## src/rtl/ase_pkg.sv

```systemverilog
// Shared CCI-P types and constants for the C0 Tx read-request arbiter.
// Header layouts are trimmed to the fields this block touches; mdata sits in the low 16 bits.
package ase_pkg;

  localparam int CCIP_DATA_WIDTH       = 512;
  localparam int CCIP_C0TX_ARB_MAX_REQ = 8;
  localparam int CCIP_MDATA_WIDTH      = 16;

  typedef struct packed {
    logic [1:0]                  vc_sel;
    logic [1:0]                  rsvd;
    logic [1:0]                  cl_len;
    logic [3:0]                  req_type;
    logic [41:0]                 address;
    logic [CCIP_MDATA_WIDTH-1:0] mdata;
  } TxHdr_t;

  typedef struct packed {
    logic [1:0]                  vc_used;
    logic                        rsvd1;
    logic                        hit_miss;
    logic [1:0]                  rsvd0;
    logic [1:0]                  cl_num;
    logic [3:0]                  resp_type;
    logic [CCIP_MDATA_WIDTH-1:0] mdata;
  } RxHdr_t;

  typedef enum logic [1:0] {
    C0TX_ARB_RESET    = 2'd0,
    C0TX_ARB_RUN      = 2'd1,
    C0TX_ARB_THROTTLE = 2'd2
  } c0tx_arb_state_t;

endpackage

```

## src/rtl/ccip_c0tx_arbiter_if.sv

```systemverilog
// Requester-side and CCI-P-side signals of the C0 Tx arbiter; master is the arbiter's view.
// Requests are valid/grant with a combinational grant; the CCI-P side is valid-only with almost-full.
interface ccip_c0tx_arbiter_if #(parameter int NUM_REQ = 4);
  import ase_pkg::*;

  logic [NUM_REQ-1:0]                req_valid;
  TxHdr_t [NUM_REQ-1:0]              req_hdr;
  logic [NUM_REQ-1:0]                req_grant;
  TxHdr_t                            C0TxHdr;
  logic                              C0TxRdValid;
  logic                              C0TxAlmFull;
  RxHdr_t                            C0RxHdr;
  logic [CCIP_DATA_WIDTH-1:0]        C0RxData;
  logic                              C0RxRdValid;
  logic [NUM_REQ-1:0]                rsp_valid;
  RxHdr_t                            rsp_hdr;
  logic [CCIP_DATA_WIDTH-1:0]        rsp_data;
  logic [NUM_REQ-1:0][31:0]          stat_grant_cnt;
  logic [31:0]                       stat_stall_cnt;

  modport master (
    input  req_valid, req_hdr, C0TxAlmFull, C0RxHdr, C0RxData, C0RxRdValid,
    output req_grant, C0TxHdr, C0TxRdValid, rsp_valid, rsp_hdr, rsp_data,
           stat_grant_cnt, stat_stall_cnt
  );

  modport slave (
    output req_valid, req_hdr, C0TxAlmFull, C0RxHdr, C0RxData, C0RxRdValid,
    input  req_grant, C0TxHdr, C0TxRdValid, rsp_valid, rsp_hdr, rsp_data,
           stat_grant_cnt, stat_stall_cnt
  );

endinterface

```

## src/rtl/ccip_c0tx_arbiter_rr_arbiter.sv

```systemverilog
// Round-robin picker: one-hot grant to the first set req at or after ptr, modulo N; zero when en is low.
// Purely combinational; shared with the C1 channel arbiter.
module rr_arbiter #(
  parameter int  N     = 4,
  localparam int PTR_W = (N > 1) ? $clog2(N) : 1
) (
  input  logic [N-1:0]     req,
  input  logic [PTR_W-1:0] ptr,
  input  logic             en,
  output logic [N-1:0]     grant
);

  logic [PTR_W-1:0] idx;

  // Scan from the farthest candidate back toward ptr so the nearest one is the last to win.
  always_comb begin
    grant = '0;
    idx   = '0;
    if (en) begin
      for (int k = N - 1; k >= 0; k--) begin
        idx = PTR_W'((int'(ptr) + k) % N);
        if (req[idx]) begin
          grant      = '0;
          grant[idx] = 1'b1;
        end
      end
    end
  end

endmodule

```

## src/rtl/ccip_c0tx_arbiter.sv

```systemverilog
// Round-robin share of CCI-P C0 Tx among NUM_REQ requesters; 1-cycle request and response latency.
// Grants stop the cycle after C0TxAlmFull is seen; ASE_C0TX_ARB_STATS_EN builds the stat counters.
module ccip_c0tx_arbiter
  import ase_pkg::*;
#(
  parameter int NUM_REQ = 4
) (
  input logic                 clk,
  input logic                 SoftReset_n,
  ccip_c0tx_arbiter_if.master bus
);

  localparam int ID_W = $clog2(NUM_REQ);

  localparam logic [1:0] ST_RESET    = C0TX_ARB_RESET;
  localparam logic [1:0] ST_RUN      = C0TX_ARB_RUN;
  localparam logic [1:0] ST_THROTTLE = C0TX_ARB_THROTTLE;

  logic [1:0]                 state_q, state_d;
  logic [ID_W-1:0]            rr_ptr_q, rr_ptr_d;
  logic [ID_W-1:0]            winner;
  logic [NUM_REQ-1:0]         grant;
  logic                       xfer;
  TxHdr_t                     tx_hdr_q, tx_hdr_d;
  logic                       tx_vld_q;
  logic [ID_W-1:0]            rx_id;
  logic [NUM_REQ-1:0]         rsp_vld_q, rsp_vld_d;
  RxHdr_t                     rsp_hdr_q, rsp_hdr_d;
  logic [CCIP_DATA_WIDTH-1:0] rsp_data_q, rsp_data_d;

  always_comb begin
    state_d = state_q;
    case (state_q)
      ST_RESET:    state_d = ST_RUN;
      ST_RUN:      if (bus.C0TxAlmFull) state_d = ST_THROTTLE;
      ST_THROTTLE: if (!bus.C0TxAlmFull) state_d = ST_RUN;
      default:     state_d = ST_RESET;
    endcase
  end

  rr_arbiter #(.N(NUM_REQ)) u_rr (
    .req   (bus.req_valid),
    .ptr   (rr_ptr_q),
    .en    ((state_q == ST_RUN) && SoftReset_n),
    .grant (grant)
  );

  assign bus.req_grant = grant;
  assign xfer          = |(grant & bus.req_valid);

  always_comb begin
    winner = '0;
    for (int i = 0; i < NUM_REQ; i++) begin
      if (grant[i]) winner = ID_W'(i);
    end
  end

  // The requester ID rides in the top mdata bits so responses can find their way home.
  always_comb begin
    rr_ptr_d = rr_ptr_q;
    tx_hdr_d = tx_hdr_q;
    if (xfer) begin
      rr_ptr_d                = (int'(winner) == NUM_REQ - 1) ? '0 : winner + 1'b1;
      tx_hdr_d                = bus.req_hdr[winner];
      tx_hdr_d.mdata[15 -: ID_W] = winner;
    end
  end

  assign rx_id = bus.C0RxHdr.mdata[15 -: ID_W];

  always_comb begin
    rsp_vld_d  = '0;
    rsp_hdr_d  = rsp_hdr_q;
    rsp_data_d = rsp_data_q;
    if (bus.C0RxRdValid) begin
      rsp_hdr_d                  = bus.C0RxHdr;
      rsp_hdr_d.mdata[15 -: ID_W] = '0;
      rsp_data_d                 = bus.C0RxData;
      if (int'(rx_id) < NUM_REQ) rsp_vld_d[rx_id] = 1'b1;
    end
  end

  always_ff @(posedge clk) begin
    if (!SoftReset_n) begin
      state_q    <= ST_RESET;
      rr_ptr_q   <= '0;
      tx_hdr_q   <= '0;
      tx_vld_q   <= 1'b0;
      rsp_vld_q  <= '0;
      rsp_hdr_q  <= '0;
      rsp_data_q <= '0;
    end else begin
      state_q    <= state_d;
      rr_ptr_q   <= rr_ptr_d;
      tx_hdr_q   <= tx_hdr_d;
      tx_vld_q   <= xfer;
      rsp_vld_q  <= rsp_vld_d;
      rsp_hdr_q  <= rsp_hdr_d;
      rsp_data_q <= rsp_data_d;
    end
  end

  assign bus.C0TxHdr     = tx_hdr_q;
  assign bus.C0TxRdValid = tx_vld_q;
  assign bus.rsp_valid   = rsp_vld_q;
  assign bus.rsp_hdr     = rsp_hdr_q;
  assign bus.rsp_data    = rsp_data_q;

`ifdef ASE_C0TX_ARB_STATS_EN
  logic [NUM_REQ-1:0][31:0] grant_cnt_q, grant_cnt_d;
  logic [31:0]              stall_cnt_q, stall_cnt_d;

  // Saturating counters: a wrapped count would read as an idle requester.
  always_comb begin
    grant_cnt_d = grant_cnt_q;
    stall_cnt_d = stall_cnt_q;
    for (int i = 0; i < NUM_REQ; i++) begin
      if (grant[i] && bus.req_valid[i] && (grant_cnt_q[i] != 32'hFFFF_FFFF))
        grant_cnt_d[i] = grant_cnt_q[i] + 32'd1;
    end
    if ((state_q == ST_THROTTLE) && (|bus.req_valid) && (stall_cnt_q != 32'hFFFF_FFFF))
      stall_cnt_d = stall_cnt_q + 32'd1;
  end

  always_ff @(posedge clk) begin
    if (!SoftReset_n) begin
      grant_cnt_q <= '0;
      stall_cnt_q <= '0;
    end else begin
      grant_cnt_q <= grant_cnt_d;
      stall_cnt_q <= stall_cnt_d;
    end
  end

  assign bus.stat_grant_cnt = grant_cnt_q;
  assign bus.stat_stall_cnt = stall_cnt_q;
`else
  assign bus.stat_grant_cnt = '0;
  assign bus.stat_stall_cnt = '0;
`endif

endmodule

```

## src/flat_wrapper.sv

```systemverilog
// flat-port wrapper written by rule: the top's interface ports become plain ports
module ccip_c0tx_arbiter_flat import ase_pkg::*;
#(
  parameter int NUM_REQ = 4
)
  (clk, SoftReset_n, bus_req_valid, bus_req_hdr, bus_C0TxAlmFull, bus_C0RxHdr, bus_C0RxData, bus_C0RxRdValid, bus_req_grant, bus_C0TxHdr, bus_C0TxRdValid, bus_rsp_valid, bus_rsp_hdr, bus_rsp_data, bus_stat_grant_cnt, bus_stat_stall_cnt);
  ccip_c0tx_arbiter_if #(.NUM_REQ(NUM_REQ)) bus_i ();
  input logic clk;
  input logic SoftReset_n;
  input wire logic [$bits(bus_i.req_valid)-1:0] bus_req_valid;
  input wire logic [$bits(bus_i.req_hdr)-1:0] bus_req_hdr;
  input wire logic [$bits(bus_i.C0TxAlmFull)-1:0] bus_C0TxAlmFull;
  input wire logic [$bits(bus_i.C0RxHdr)-1:0] bus_C0RxHdr;
  input wire logic [$bits(bus_i.C0RxData)-1:0] bus_C0RxData;
  input wire logic [$bits(bus_i.C0RxRdValid)-1:0] bus_C0RxRdValid;
  output wire logic [$bits(bus_i.req_grant)-1:0] bus_req_grant;
  output wire logic [$bits(bus_i.C0TxHdr)-1:0] bus_C0TxHdr;
  output wire logic [$bits(bus_i.C0TxRdValid)-1:0] bus_C0TxRdValid;
  output wire logic [$bits(bus_i.rsp_valid)-1:0] bus_rsp_valid;
  output wire logic [$bits(bus_i.rsp_hdr)-1:0] bus_rsp_hdr;
  output wire logic [$bits(bus_i.rsp_data)-1:0] bus_rsp_data;
  output wire logic [$bits(bus_i.stat_grant_cnt)-1:0] bus_stat_grant_cnt;
  output wire logic [$bits(bus_i.stat_stall_cnt)-1:0] bus_stat_stall_cnt;
  assign bus_i.req_valid = bus_req_valid;
  assign bus_i.req_hdr = bus_req_hdr;
  assign bus_i.C0TxAlmFull = bus_C0TxAlmFull;
  assign bus_i.C0RxHdr = bus_C0RxHdr;
  assign bus_i.C0RxData = bus_C0RxData;
  assign bus_i.C0RxRdValid = bus_C0RxRdValid;
  assign bus_req_grant = bus_i.req_grant;
  assign bus_C0TxHdr = bus_i.C0TxHdr;
  assign bus_C0TxRdValid = bus_i.C0TxRdValid;
  assign bus_rsp_valid = bus_i.rsp_valid;
  assign bus_rsp_hdr = bus_i.rsp_hdr;
  assign bus_rsp_data = bus_i.rsp_data;
  assign bus_stat_grant_cnt = bus_i.stat_grant_cnt;
  assign bus_stat_stall_cnt = bus_i.stat_stall_cnt;
  ccip_c0tx_arbiter #(.NUM_REQ(NUM_REQ)) u_core (.clk(clk), .SoftReset_n(SoftReset_n), .bus(bus_i));
endmodule
```

## config.mk

```make
export PLATFORM = sky130hd
export DESIGN_NAME = ccip_c0tx_arbiter_flat
export DESIGN_NICKNAME = d
export VERILOG_FILES = /design/src/rtl/ase_pkg.sv /design/src/rtl/ccip_c0tx_arbiter_if.sv /design/src/rtl/ccip_c0tx_arbiter_rr_arbiter.sv /design/src/rtl/ccip_c0tx_arbiter.sv /design/src/flat_wrapper.sv
export SDC_FILE = /design/constraint.sdc
export NUM_CORES = 1
export LEC_CHECK = 0
export CORE_AREA = 2 2 619 621
export DETAILED_ROUTE_END_ITERATION = 10
export DIE_AREA = 0 0 621 623
export GPL_TIMING_DRIVEN = 0
export PLACE_DENSITY = 0.3
export SLEW_MARGIN = 10
export SYNTH_ARGS = -nofsm -noshare
export SYNTH_HDL_FRONTEND = slang
export SYNTH_HIERARCHICAL = 1
export SYNTH_SLANG_ARGS = --single-unit
```

## constraint.sdc

```tcl
create_clock -name clk -period 4.1 [get_ports clk]
set_input_delay 0.41 -clock clk [delete_from_list [all_inputs] [get_ports clk]]
set_output_delay 0.41 -clock clk [all_outputs]
set_load 0.1 [all_outputs]
```

* Yosys cells after proc, flatten, opt, wreduce, memory -nomap -nowiden *
Cells that the tools add are included.

word-level totals
  register bits = 615
  input port bits = 820
  output and inout bits = 777
  word-level logic and storage cells = 81

cells by class
  $add $sub $neg = 4
  $lt $le $gt $ge = 11
  eq/ne operators = 5
  muxes and demuxes = 32
  bitwise gates (word level) = 1
  reduce and logical (&&, ||, !) cells = 10

operator list
  cell                   number
  $bmux W68 S2           1
  $mux W68               1
  $mux W4                5
  $lt A2 B3 Y1 const B   6
  $demux W1 S2           5
  $ge A2 B1 Y1 const B   5
  $mux W1                10
  $mux W2                5
  $bmux W1 S2            4
  $logic_and A1 B1 Y1    6
  $pmux W2 S3            1
  $add A2 B1 Y2 const B  2
  $add A2 B2 Y2 const B  2
  $and A4 B4 Y4          1
  $eq A2 B1 Y1 const B   2
  $ne A2 B2 Y1 const B   2
  $reduce_and A2 Y1      2
  $reduce_or A4 Y1       1
  $eq A2 B2 Y1 const B   1
  $logic_not A2 Y1       1

* Longest topological paths before layout *
Gate-level depths: netlist of the first run.

  depth after elaboration = 15
  gate-level depth with buffers = 16
  mapped depth without buffers = 11

* Cells and area by module *
Netlist of the first run, hierarchy kept.

modules (own cells, without submodules)
  module             times used  cells each  area an instance (um2)  seq. area each (um2)
  ccip_c0tx_arbiter  1           2437        24748.7                 12311.8
  rr_arbiter         1           66          499.2                   0.0

* Worst setup path before layout of the first run *
No wires, ideal clock.

  path kind = register to register
  start = register u_core.rr_ptr_q[0]
  end = register u_core.rr_ptr_q[0]
  library setup time = 58 ps
  arrival time = 4706 ps
  data required time = 4042 ps
  slack = -664 ps
  stages on the path, launching flop included = 16
  buffers on the path = 4
  clock period less this slack = 4764 ps
  path through = dfxtp_1 buf_6 inv_1 ha_1 buf_1 mux4_2 a21oi_1 nand2_1 o21ai_1 buf_6 clkbuf_1 nor2b_1 or2_2 ha_1 a2111oi_2 o21a_1

on the way
  elaborated cells on any way between the ends = 44
  those cells by class = add/sub (4); order compare (8); eq/ne (1); mux (25); bitwise (1); reduce/logical (5)

RTL lines
  item                                                                       RTL line                            source
  start: declaration                                                         ccip_c0tx_arbiter.sv:20             logic [ID_W-1:0] rr_ptr_q, rr_ptr_d;
  start signal: assignment                                                   ccip_c0tx_arbiter.sv:94             rr_ptr_q <= rr_ptr_d;
  $add A2 B2 Y2                                                              ccip_c0tx_arbiter_rr_arbiter.sv:21  idx = PTR_W'((int'(ptr) + k) % N);
  $lt A2 B3 Y1 (not written as such) / $ge A2 B1 Y1 (equally long branches)  ccip_c0tx_arbiter_rr_arbiter.sv:24  grant[idx] = 1'b1;
  $logic_and A1 B1 Y1 (not written as such)                                  ccip_c0tx_arbiter_rr_arbiter.sv:24
  $mux W1 (not written as such)                                              ccip_c0tx_arbiter_rr_arbiter.sv:24
  $demux W1 S2                                                               ccip_c0tx_arbiter_rr_arbiter.sv:24
  $mux W4 (3 in series)                                                      ccip_c0tx_arbiter_rr_arbiter.sv:22  if (req[idx]) begin
  $mux W4 (*)                                                                ccip_c0tx_arbiter_rr_arbiter.sv:22
  $mux W4 (*)                                                                ccip_c0tx_arbiter_rr_arbiter.sv:19  if (en) begin
  via bus_req_grant[2]                                                       flat_wrapper.sv:16                  output wire logic [$bits(bus_i.req_grant)-1:0] bus_req_grant;
  $mux W2 (*) (2 in series)                                                  ccip_c0tx_arbiter.sv:54             if (grant[i]) winner = ID_W'(i);
  via u_core.winner[0]                                                       ccip_c0tx_arbiter.sv:21             logic [ID_W-1:0] winner;
  $add A2 B1 Y2 / $eq A2 B1 Y1 (equally long branches)                       ccip_c0tx_arbiter.sv:63             rr_ptr_d = (int'(winner) == NUM_REQ - 1) ? '0 : winner + 1'b1;
  $mux W2 (*)                                                                ccip_c0tx_arbiter.sv:63

The timed path passes the listed nets; every way through them passes the cells marked *. The select of a mux whose other input is x is not followed.
A chain may end at the register's enable or synchronous reset.

* Worst setup path after layout of the first run *
  start = register u_core.rr_ptr_q[0]
  end = register u_core.rr_ptr_q[0]

on the way
  elaborated cells on any way between the ends = 44
  those cells by class = add/sub (4); order compare (8); eq/ne (1); mux (25); bitwise (1); reduce/logical (5)

RTL lines
  item                                                                       RTL line
  $add A2 B2 Y2                                                              ccip_c0tx_arbiter_rr_arbiter.sv:21
  $lt A2 B3 Y1 (not written as such) / $ge A2 B1 Y1 (equally long branches)  ccip_c0tx_arbiter_rr_arbiter.sv:24
  $logic_and A1 B1 Y1 (not written as such)                                  ccip_c0tx_arbiter_rr_arbiter.sv:24
  $mux W1 (not written as such)                                              ccip_c0tx_arbiter_rr_arbiter.sv:24
  $demux W1 S2                                                               ccip_c0tx_arbiter_rr_arbiter.sv:24
  $mux W4 (3 in series)                                                      ccip_c0tx_arbiter_rr_arbiter.sv:22
  $mux W4 (*)                                                                ccip_c0tx_arbiter_rr_arbiter.sv:22
  $mux W4 (*)                                                                ccip_c0tx_arbiter_rr_arbiter.sv:19
  $mux W2                                                                    ccip_c0tx_arbiter.sv:54
  $mux W2 (*)                                                                ccip_c0tx_arbiter.sv:54
  via u_core.winner[1]                                                       ccip_c0tx_arbiter.sv:21
  $eq A2 B1 Y1 (*)                                                           ccip_c0tx_arbiter.sv:63
  $mux W2 (*)                                                                ccip_c0tx_arbiter.sv:63

Marks and branches as above.

==> results.rst, run 1 <==
.. list-table::
   :header-rows: 1

   * - Metric
     - Value
   * - Outcome
     - finished, final reports clean
   * - Worst max-slew margin expressed relative to the limit
     - 7.73%
   * - Setup slack of the most critical reg-to-reg path
     - 220 ps
   * - Ports placed on the boundary
     - 1597
   * - Vias/cell
     - 2.71
   * - Commonest cells after routing, fill and taps aside
     - sky130_fd_sc_hd__clkdlybuf4s50_1, sky130_fd_sc_hd__dfxtp_1, sky130_fd_sc_hd__nor2_1, sky130_fd_sc_hd__mux2i_1, sky130_fd_sc_hd__buf_2
   * - Highest fanout seen on the critical path
     - 10
   * - Row count
     - 227
   * - Initial standard-cell utilization of the core
     - 6.63%
   * - Post-route clock skew
     - 93.3 ps
   * - Number of global-route vias before repair
     - 25400
   * - First-pass GRT wire length
     - 308000 µm
   * - Initial antenna violation count
     - 120
   * - Buffers & Inverters on Critical Path
     - 5
   * - Total number of H-tree levels
     - 3
   * - Number of warnings issued by yosys
     - 6
   * - Clock tree from TritonCTS
     - built
   * - Antenna-violating nets left
     - 0
   * - Primary flip-flop cell chosen by synthesis mapping
     - sky130_fd_sc_hd__dfxtp_1
   * - CTS clock-pin slew for the worst setup and hold paths
     - around 60 ps
   * - Area of the mapped netlist
     - 25200 µm²
   * - Root Buffer Master
     - sky130_fd_sc_hd__clkbuf_16
   * - Max-cap check violation count
     - 0
   * - Slew of the pin with the lowest slew margin
     - about 1400 ps
   * - GRT met2 Usage
     - between 20% and 30%
   * - Period Utilization, post-route
     - between 90 and 100%
   * - First-pass DRT Iterations
     - 5
   * - Routing layer with the top usage in global route
     - met2
   * - Global routing usage summed across all routing layers
     - 12.4%
   * - Post-detailed-placement cell area
     - 45900 µm²
   * - Total setup violations reported at the end of the flow
     - 0
   * - Final min period
     - about 3900 ps
   * - Cell area after layout
     - between 40000 and 50000 µm²
   * - Residual overflow from global routing
     - 0
   * - Data required, critical path
     - 4770 ps
   * - Area added between synthesis and finish
     - 94.9%
   * - Pleak
     - 19.3 nW
   * - Terminus of the critical flop-to-flop path
     - u_core/rr_ptr_q[0]
   * - Routed length per placed instance
     - between 20 and 30 µm
   * - Post-CTS setup repair buffer count
     - 0
   * - Number of synthesized flops with an enable pin
     - 0
   * - Source of the worst hold timing path
     - bus_C0RxData[401]
   * - Origin of the critical flop-to-flop path
     - u_core/rr_ptr_q[0]
   * - Area of the core
     - 381000 µm²
   * - Type of the worst setup path
     - reg2reg
   * - DR iter-0 viols
     - around 1300
   * - Via total after detailed routing
     - 25300
   * - Area of the die
     - 387000 µm²
   * - Count of final max-slew check failures
     - 0
   * - Largest net degree at the start of global routing
     - 16
   * - Final Wtd Congestion
     - 0.867
   * - R2R depth
     - 13
   * - Leading cell type in the layout, fill and taps excluded
     - sky130_fd_sc_hd__clkdlybuf4s50_1
   * - Maximum number of buffers from clock root to sink
     - 4
   * - Unrepaired setup endpoints after global routing
     - false
   * - WL final
     - 249000 µm
   * - Kind of end point of the critical path
     - flip-flop
   * - Synth Area per Inst
     - 10.1 µm²
   * - Fraction of the core area covered by cells at the end of the flow
     - 12.9%
   * - Placed cells
     - 9126
   * - Critical path's top delay family
     - compound AO/OA/AOI/OAI gates
   * - Non-filler instance count after layout
     - 9329
   * - Sequential-to-total area share from yosys stat
     - 48.8%
   * - Standard cell with the maximum stage delay on the critical path
     - sky130_fd_sc_hd__mux4_2
   * - Setup crit start kind
     - flip-flop
   * - Number of distinct library cells after synthesis
     - 42
   * - Dpl hpwl
     - between 200000 and 250000 µm
   * - Number of fillers in the final layout
     - between 40000 and 50000
   * - Net total in the final layout
     - between 5000 and 6000
   * - Power per unit of standard cell area
     - 451 nW/µm²
   * - Number of storage elements in the synthesis netlist
     - 615
   * - GRT met3 Usage
     - 6.44%
   * - Hold Crit Endpoint
     - u_core/bus.rsp_data[401]
   * - Count of mapped cells out of synthesis
     - 2503
   * - Clk_lat worst skew
     - 820 ps
   * - Sinks on Clock Net
     - approximately 620
   * - Highest clock rate
     - 258 MHz
   * - Number of remaining DRC errors
     - 0
   * - Width of the die
     - approximately 620 µm
   * - Total CTS buffers
     - 93
   * - Met1 capacity usage during global routing
     - 12.8%
   * - Tightest Hold Check Type
     - in2reg
   * - Proportion of synthesized flip-flops having asynchronous set or reset
     - 0%
   * - Worst IR drop on VDD
     - a little under 0.3 mV
   * - Delay of the slowest critical-path stage
     - 440 ps
   * - Sequence of cells on the critical path
     - buf_6 -> inv_1 -> ha_2 -> mux4_2 -> a2111oi_2 -> o21ai_2 -> buf_6 -> or2_2 -> buf_2 -> buf_2 -> ha_1 -> a2111oi_2 -> o21a_1
   * - Count of final hold-check violations
     - 0
   * - Cell depth of the worst hold path
     - 3
   * - Arr. time, crit path
     - 4550 ps
   * - Port Buffers
     - approximately 1400
   * - Height of the die
     - 623 µm
   * - Share of layout cells above drive strength 1
     - between 15 and 20%
worst max path at each step:
| stage | start | to | cells past startpoint |
|---|---|---|---|
| floorplan | u_core/rr_ptr_q[0] | u_core/rr_ptr_q[0] | 15 |
| global placement | SoftReset_n | u_core/rr_ptr_q[0] | 14 |
| detailed placement | SoftReset_n | u_core/bus.C0TxHdr[28] | 12 |
| CTS | u_core/rr_ptr_q[0] | u_core/rr_ptr_q[0] | 14 |
| global route | u_core/rr_ptr_q[0] | u_core/rr_ptr_q[0] | 13 |
| finish | u_core/rr_ptr_q[0] | u_core/rr_ptr_q[0] | 13 |
area by class of cell:
| cell class | instances | area, µm² | share of cell area [%] |
|---|---|---|---|
| antenna | 40 | 100 | 0.203 |
| buffer | 349 | 2140 | 4.35 |
| clock buffer | 139 | 2880 | 5.86 |
| clock inverter | 25 | 328 | 0.666 |
| inverter | 10 | 37.5 | 0.0763 |
| multi-input combinational | 1689 | 11400 | 23.2 |
| sequential | 615 | 12300 | 25.0 |
| tap | 5038 | 6300 | 12.8 |
| timing repair buffer | 1424 | 13700 | 27.8 |
logic make-up (layout without fill, tap and decap cells):
family	after synthesis	in the layout	share of synthesized area [%]
buf+inv	360	1947	8.57
simple gates	745	745	12.5
xor+xnor	1	1	0.0347
fa+ha+maj	10	10	0.486
flops	615	615	48.8
compound gates	161	161	5.04
other cells	1	202	0.0149
mux	610	610	24.6
metal layers:
layer / vias to the layer above / routed length, µm
met5: - / 205
met4: 30 / 5070
met3: 333 / 29200
met2: 1191 / 126000
met1: 12100 / 88900
li1: 11700 / -
synth_stat cells (2+ instances only):
cell type | count | area [µm²]
sky130_fd_sc_hd__buf_2 | 95 | 475
sky130_fd_sc_hd__and3_2 | 4 | 30.0
sky130_fd_sc_hd__o21ai_1 | 4 | 20.0
sky130_fd_sc_hd__nand3_1 | 7 | 35.0
sky130_fd_sc_hd__a2111oi_2 | 2 | 30.0
sky130_fd_sc_hd__or2_2 | 2 | 12.5
sky130_fd_sc_hd__nor3_1 | 39 | 195
sky130_fd_sc_hd__ha_1 | 9 | 113
sky130_fd_sc_hd__a211oi_1 | 2 | 15.0
sky130_fd_sc_hd__o32ai_1 | 2 | 17.5
sky130_fd_sc_hd__dfxtp_1 | 615 | 12300
sky130_fd_sc_hd__o22ai_1 | 41 | 257
sky130_fd_sc_hd__or3b_2 | 34 | 298
sky130_fd_sc_hd__nand2_1 | 77 | 289
sky130_fd_sc_hd__and3_1 | 2 | 12.5
sky130_fd_sc_hd__a22o_1 | 2 | 17.5
sky130_fd_sc_hd__mux4_2 | 2 | 45.0
sky130_fd_sc_hd__a2111oi_1 | 3 | 30.0
sky130_fd_sc_hd__o221ai_1 | 34 | 298
sky130_fd_sc_hd__mux2_2 | 65 | 732
sky130_fd_sc_hd__o211ai_1 | 30 | 225
sky130_fd_sc_hd__mux2i_1 | 542 | 5430
sky130_fd_sc_hd__clkbuf_1 | 75 | 282
sky130_fd_sc_hd__inv_1 | 9 | 33.8
sky130_fd_sc_hd__nor2_1 | 542 | 2030
sky130_fd_sc_hd__buf_6 | 9 | 101
sky130_fd_sc_hd__buf_4 | 167 | 1250
sky130_fd_sc_hd__nand2b_1 | 34 | 213
sky130_fd_sc_hd__a311oi_1 | 30 | 263
sky130_fd_sc_hd__a21oi_1 | 6 | 30.0
sky130_fd_sc_hd__nor2b_1 | 3 | 18.8
sky130_fd_sc_hd__a22oi_4 | 2 | 42.5
sky130_fd_sc_hd__buf_1 | 4 | 15.0
registers in the layout, indices dropped and copies added, names as in the netlist:
name,flops
u_core/bus.rsp_hdr,26
u_core/state_q,2
u_core/bus.rsp_data,512
u_core/bus.C0TxRdValid,1
u_core/rr_ptr_q,2
u_core/bus.C0TxHdr,68
u_core/bus.rsp_valid,4
metrics by stage:
| step | setup slack (ps) | power (mW) | TNS (ps) | hold slack [ps] |
|---|---|---|---|---|
| after global placement | -739 | 13.8 | -26330 | 455 |
| after detailed placement | -744 | 13.7 | -26990 | 464 |
| after CTS | 43.8 | 22.7 | 0 | 80.2 |
| after global routing | 31.8 | 23.1 | 0 | 122 |
| final | 220 | 22.2 | 0 | 202 |
| after floorplan | -84.9 | 11.2 | -84.9 | 482 |
power by group:
part	internal, mW	leakage [nW]	switching, mW
logic	1.87	12.6	5.03
registers	6.36	5.07	0.268
clock network	5.15	1.58	3.48
total	13.4	19.3	8.78
worst register-to-register path, delay by kind of cell (launching register included):
kind | cells | cell delay, ps
compound gates | 4 | 980
buf+inv | 5 | 960
fa+ha+maj | 2 | 710
mux | 1 | 450
flops | 1 | 420
simple gates | 1 | 310
timing repair:
action                                  in CTS  in global routing
resized for setup                           32                  3
hold buffers                                 0                  0
hold endpoints to repair                     0                  0
pin swaps                                    0                  1
endpoints found under the setup margin      53                 20
(Power assumes the default switching activity.)
==> run 2, diff against run 1 <==
--- a/config.mk
+++ b/config.mk
@@ -5,11 +5,10 @@
 export SDC_FILE = /design/constraint.sdc
 export NUM_CORES = 1
 export LEC_CHECK = 0
-export CORE_AREA = 2 2 619 621
+export CORE_AREA = 2 2 613 615
 export DETAILED_ROUTE_END_ITERATION = 10
-export DIE_AREA = 0 0 621 623
+export DIE_AREA = 0 0 615 617
 export GPL_TIMING_DRIVEN = 0
-export PLACE_DENSITY = 0.3
 export SLEW_MARGIN = 10
 export SYNTH_ARGS = -nofsm -noshare
 export SYNTH_HDL_FRONTEND = slang
==> constraint.sdc (replaced) <==
create_clock -name clk -period 4.86 [get_ports clk]
set_input_delay 0.486 -clock clk [delete_from_list [all_inputs] [get_ports clk]]
set_output_delay 0.486 -clock clk [all_outputs]
set_load 0.1 [all_outputs]
==> results.rst, run 2 (same netlist as run 1, synthesis figures left out) <==
.. list-table::
   :header-rows: 1

   * - Metric
     - Value
   * - Termination of the worst setup path
     - bus_req_grant[0]
   * - Highest fanout seen on the critical path
     - 10
   * - Area of the core
     - between 300000 and 400000 µm²
   * - Total CTS buffers
     - 90
   * - Type of the worst setup path
     - reg2out
   * - Antenna-violating nets left
     - 0
   * - Global routing usage summed across all routing layers
     - 14.5%
   * - Period Utilization, post-route
     - 92.8%
   * - Final Wtd Congestion
     - 0.942
   * - Data required, critical path
     - 4370 ps
   * - Cell area after layout
     - about 48000 µm²
   * - Clk_lat worst skew
     - 810 ps
   * - Maximum number of buffers from clock root to sink
     - 4
   * - Sinks on Clock Net
     - 615
   * - Terminus of the critical flop-to-flop path
     - u_core/rr_ptr_q[0]
   * - Outcome
     - finished, final reports clean
   * - Non-filler instance count after layout
     - 9270
   * - Row count
     - 225
   * - Logic depth of the worst setup path including buffers
     - 9
   * - Worst setup startpoint
     - u_core/rr_ptr_q[0]
   * - Residual overflow from global routing
     - 0
   * - Pleak
     - 19.1 nW
   * - R2R depth
     - 15
   * - Standard cell with the maximum stage delay on the critical path
     - sky130_fd_sc_hd__clkdlybuf4s15_2
   * - Switching part of the total
     - 40.9%
   * - Setup slack of the critical path after layout
     - 351 ps
   * - Dpl ws
     - roughly 130 ps
   * - Tightest Hold Check Type
     - in2reg
   * - Power after layout
     - approximately 18 mW
   * - Highest clock rate
     - 222 MHz
   * - Delay of the slowest critical-path stage
     - roughly 690 ps
   * - Dpl hpwl
     - approximately 260000 µm
   * - Worst IR drop on VDD
     - roughly 0.23 mV
   * - Origin of the critical flop-to-flop path
     - u_core/rr_ptr_q[0]
   * - Setup crit start kind
     - flip-flop
   * - Critical path's top delay family
     - buffers and inverters
   * - Port Buffers
     - 1424
   * - Count of final max-slew check failures
     - 0
   * - Vias/cell
     - 2.80
   * - First-pass GRT wire length
     - 341000 µm
   * - Number of global-route vias before repair
     - about 24000
   * - Number of remaining DRC errors
     - 0
   * - Ports placed on the boundary
     - 1597
   * - Initial antenna violation count
     - ~190
   * - Sw Pwr
     - ~7.4 mW
   * - Height of the die
     - 617 µm
   * - Worst max-slew margin expressed relative to the limit
     - 6.43%
   * - Area added between synthesis and finish
     - 92.0%
   * - First-pass DRT Iterations
     - 5
   * - Total number of H-tree levels
     - 3
   * - CTS clock-pin slew for the worst setup and hold paths
     - about 60 ps
   * - Kind of end point of the critical path
     - output port
   * - Total setup violations reported at the end of the flow
     - 0
   * - Cell internal power dissipation
     - 10.7 mW
   * - Power per unit of standard cell area
     - 375 nW/µm²
   * - Max-cap check violation count
     - 0
   * - Net total in the final layout
     - 5009
   * - Placed cells
     - 9082
   * - Slew of the pin with the lowest slew margin
     - 1400 ps
   * - Post-detailed-placement cell area
     - 45600 µm²
   * - Share of layout cells above drive strength 1
     - approximately 16%
   * - Leading cell type in the layout, fill and taps excluded
     - sky130_fd_sc_hd__clkdlybuf4s50_1
   * - Via total after detailed routing
     - 26000
   * - Clock tree from TritonCTS
     - built
   * - Setup slack of the most critical reg-to-reg path
     - 380 ps
   * - Arr. time, crit path
     - approximately 4000 ps
   * - Count of final hold-check violations
     - 0
   * - Sequential Power Share
     - 30.7%
   * - Initial standard-cell utilization of the core
     - approximately 6.8%
   * - Sequence of cells on the critical path
     - buf_6 -> inv_1 -> ha_1 -> buf_1 -> mux4_2 -> a21oi_1 -> nand2_1 -> o21ai_1 -> clkdlybuf4s15_2
   * - Root Buffer Master
     - sky130_fd_sc_hd__clkbuf_16
   * - Commonest cells after routing, fill and taps aside
     - sky130_fd_sc_hd__clkdlybuf4s50_1, sky130_fd_sc_hd__dfxtp_1, sky130_fd_sc_hd__nor2_1, sky130_fd_sc_hd__mux2i_1, sky130_fd_sc_hd__buf_2
   * - Area of the die
     - 379000 µm²
   * - WL final
     - 288000 µm
   * - Clk network pwr share
     - 36.3%
   * - Hold Buf Count CTS
     - 0
   * - Final min period
     - 4510 ps
   * - Unrepaired setup endpoints after global routing
     - false
   * - Worst Hold Margin
     - 196 ps
   * - Max FFs per register
     - 512
   * - DR iter-0 viols
     - 1798
   * - Post-route clock skew
     - 43.1 ps
   * - Width of the die
     - 615 µm
   * - Routed length per placed instance
     - about 31 µm
   * - Proportion of power drawn by combinational gates
     - 33.0%
   * - Largest net degree at the start of global routing
     - 13
   * - Buffers & Inverters on Critical Path
     - 4
run 2: worst min path at each step:
| stage | startpoint | endpoint | depth (start not counted) |
|---|---|---|---|
| 6_report | SoftReset_n | u_core/bus.rsp_valid[0] | 3 |
| 5_1_grt | SoftReset_n | u_core/bus.rsp_valid[0] | 3 |
| 4_1_cts | SoftReset_n | u_core/bus.rsp_valid[0] | 3 |
| 3_5_place_dp | u_core/bus.C0TxHdr[9] | u_core/bus.C0TxHdr[9] | 2 |
| 3_3_place_gp | u_core/bus.C0TxHdr[14] | u_core/bus.C0TxHdr[14] | 2 |
| 2_1_floorplan | u_core/rr_ptr_q[1] | u_core/rr_ptr_q[1] | 2 |
run 2: stage by stage:
step / TNS, ps / utilization (%)
after floorplan: 0 / -
after global placement: -4210 / 12.4
after detailed placement: 0 / 12.2
after CTS: 0 / 13.0
after global routing: 0 / 13.0
final: 0 / 13.0
run 2: area by class of cell:
cell class,count,area [µm²]
antenna,31,77.6
buffer,350,2130
clock buffer,124,2510
clock inverter,33,334
fill,42700,325000
inverter,10,37.5
multi-input combinational,1689,11400
sequential,615,12300
tap,4994,6250
timing repair buffer,1424,13400
run 2: routing by layer:
layer | share of wire, % | global-route usage (%)
met3 | 11 | 6.50
met1 | 38 | 16.2
met5 | 0.13 | 0
met2 | 49 | 25.2
met4 | 2.1 | 2.71
run 2: power by group through the flow:
stage	combinational (mW)	sequential, mW	clock [mW]
final	6.00	5.59	6.60
after global routing	6.19	5.62	7.00
after global placement	6.12	5.69	0
after detailed placement	6.06	5.69	0
after CTS	6.07	5.59	6.86
after floorplan	1.51	7.91	0
run 2: worst reg2reg max path: cells and delay by family, from the launching register on:
| kind | cells | cell delay, ps |
|---|---|---|
| buf+inv | 5 | 1440 |
| fa+ha+maj | 2 | 490 |
| flops | 1 | 560 |
| simple gates | 3 | 610 |
| compound gates | 4 | 870 |
| mux | 1 | 470 |
run 2: what timing repair did:
action,CTS,global route
endpoints found under the setup margin,4,3
pin swaps,0,0
gates resized for setup,6,6
buffers inserted,0,0
==> RTL edit, RTL diff (settings of run 2) <==
The package constant `CCIP_DATA_WIDTH` goes from 512 to 128.
--- a/src/rtl/ase_pkg.sv
+++ b/src/rtl/ase_pkg.sv
@@ -4,3 +4,3 @@
 
-  localparam int CCIP_DATA_WIDTH       = 512;
+  localparam int CCIP_DATA_WIDTH       = 128;
   localparam int CCIP_C0TX_ARB_MAX_REQ = 8;
Ports: changed (resized bus_C0RxData and bus_rsp_data); port bits go from 1597 to 829. No check against the original RTL was run, so the function may have changed too.
==> RTL edit against run 2 <==
Sequential cell count down 384. Power down 56%. Global-route usage down 9.4 points. Design area down 45%. Wire length down 65%. Combinational power down 49%. Critical path type is now reg -> reg. Setup slack worse by 160 ps. Largest power group is now combinational logic. Area after synthesis down 53%. Clock skew down 8.3 ps.
==> RTL edit: results (changes against run 2) <==
<table>
<tr><th>Metric</th><th>Value</th></tr>
<tr><th colspan="2">Routing</th></tr>
<tr><td>Violation count after the first detailed-routing iteration</td><td>478 (-73%)</td></tr>
<tr><td>Vias</td><td>12210 (-53%)</td></tr>
<tr><td>Drt pass-1 iters</td><td>7 (+2)</td></tr>
<tr><td>Routed wire length per instance</td><td>13.91 µm (-55%)</td></tr>
<tr><th colspan="2">STA</th></tr>
<tr><td>Worst hold slack</td><td>348.7 ps (+152.7 ps)</td></tr>
<tr><td>Skew final</td><td>34.73 ps (-8.334 ps)</td></tr>
<tr><th colspan="2">Placed design</th></tr>
<tr><td>Global placement routability congestion</td><td>0.7678 (-18%)</td></tr>
<tr><td>Instance area at placement</td><td>0.02525 mm² (-45%)</td></tr>
<tr><th colspan="2">Global route</th></tr>
<tr><td>Initial antenna violation count</td><td>39 (-79%)</td></tr>
<tr><td>Global Route Usage Sum</td><td>5.060% (-9.4 points)</td></tr>
<tr><td>Wire length of the first global-routing pass</td><td>123.7 mm (-64%)</td></tr>
<tr><td>Maximum number of pins on one net before global-route repair</td><td>12 (-1)</td></tr>
<tr><th colspan="2">Synthesis</th></tr>
<tr><td>Dominant cells by area after synthesis</td><td>sky130_fd_sc_hd__dfxtp_1 (39%), sky130_fd_sc_hd__mux2i_1 (13%), sky130_fd_sc_hd__buf_4 (11%)</td></tr>
<tr><td>Top post-synthesis cells by count</td><td>sky130_fd_sc_hd__dfxtp_1 (231), sky130_fd_sc_hd__buf_4 (167), sky130_fd_sc_hd__mux2i_1 (158), sky130_fd_sc_hd__nor2_1 (158), sky130_fd_sc_hd__nand2_1 (76)</td></tr>
<tr><td>Average cell area after synthesis</td><td>9.395 µm² (-6.9%)</td></tr>
<tr><th colspan="2">Power and ir drop</th></tr>
<tr><td>Power in the clock group</td><td>0.00282 W (-57%)</td></tr>
<tr><td>Relative contribution of sequential cells to total power</td><td>26.4% (-4.3 points)</td></tr>
<tr><td>Reported net switching power</td><td>0.003496 W (-53%)</td></tr>
<tr><th colspan="2">CTS</th></tr>
<tr><td>H-tree Lvls</td><td>2 (-1)</td></tr>
<tr><td>Maximum root-to-sink buffer count</td><td>3 (-1)</td></tr>
<tr><td>Clock buffers created by TritonCTS</td><td>36 (-60%)</td></tr>
<tr><th colspan="2">Finish</th></tr>
<tr><td>Max reg flops</td><td>128 (-75%)</td></tr>
<tr><td>Layout cells sized above 1</td><td>20.43% (+4.3 points)</td></tr>
<tr><th colspan="2">Critical path</th></tr>
<tr><td>Worst setup path class</td><td>reg -&gt; reg</td></tr>
<tr><th colspan="2">Run status</th></tr>
<tr><td>Result of the run</td><td>finished clean</td></tr>
</table>
RTL edit: cell types whose count changed in the layout (fill, tap and decap cells not counted), sizes merged, moves of 4 or more:
cell	before	now
dfxtp	615	231
diode	31	8
buf	433	260
dlygate4sd2	0	4
clkinv	19	6
nor2	542	158
mux2i	542	158
clkbuf	203	92
clkdlybuf4s50	1261	618
RTL edit: what timing repair did:
| action | 4_1_cts | 5_1_grt |
|---|---|---|
| gates resized for setup | 12 | 1 |
| hold buffers | 0 | 0 |
| endpoints found under the setup margin | 19 | 25 |
| pin swaps | 1 | 1 |
| buffers inserted | 0 | 2 |
| endpoints found under the hold margin | 0 | 0 |
RTL edit: layout make-up:
class	count	area, µm²
antenna	8	20.02
buffer	265	1777
clock buffer	47	962.2
clock inverter	18	232.7
fill	43820	347100
inverter	10	37.54
multi-input combinational	921	6093
sequential	231	4624
tap	4994	6248
timing repair buffer	662	6504
RTL edit: path summary, 6_finish.rpt:
check                       endpoint  depth (start not counted)
max reg2reg   u_core/bus.C0TxHdr[20]                         14
min          u_core/bus.rsp_valid[2]                          3
max           u_core/bus.C0TxHdr[20]                         14
min reg2reg    u_core/bus.C0TxHdr[7]                          2
RTL edit: cells by family (layout without fill, tap and decap cells):
family	count (synthesis)	after routing	synth area share [%]
AND/OR/NAND/NOR	361	361	14.35
buffers and inverters	275	1002	14.97
flip-flops	231	231	38.88
multiplexers	226	226	19.96
AO/OA/AOI/OAI	161	161	10.71
adder cells (fa/ha/maj)	10	10	1.031
other	1	170	0.03153
XOR/XNOR	1	1	0.07365
RTL edit: per-layer routing:
metal  vias up  global-route usage, %  share of wire [%]
li1       5885                      -                  -
met1      5676                  4.220                 29
met2       524                  10.84                 60
met3       121                  1.610                7.2
met4         8                  1.619                3.2
met5         -                      0              0.048
RTL edit: critical path: stages, from the launching register on:
cell and delay (ps):
sky130_fd_sc_hd__dfxtp_1 610, sky130_fd_sc_hd__buf_6 200, sky130_fd_sc_hd__inv_1 110, sky130_fd_sc_hd__ha_1 290, sky130_fd_sc_hd__buf_1 270, sky130_fd_sc_hd__mux4_2 460, sky130_fd_sc_hd__a21oi_1 180, sky130_fd_sc_hd__nand2_1 70
sky130_fd_sc_hd__o21ai_1 240, sky130_fd_sc_hd__buf_6 300, sky130_fd_sc_hd__buf_6 300, sky130_fd_sc_hd__mux2_2 390, sky130_fd_sc_hd__o211ai_1 660, sky130_fd_sc_hd__buf_8 220, sky130_fd_sc_hd__a311oi_1 90
RTL edit: metrics by stage:
step,setup WS (ps),total power [W]
6_report,194.9,0.007968
5_1_grt,12.71,0.008355
4_1_cts,22.37,0.008266
3_5_place_dp,-623.5,0.005261
3_3_place_gp,-1152,0.005260
2_1_floorplan,95.51,0.004197
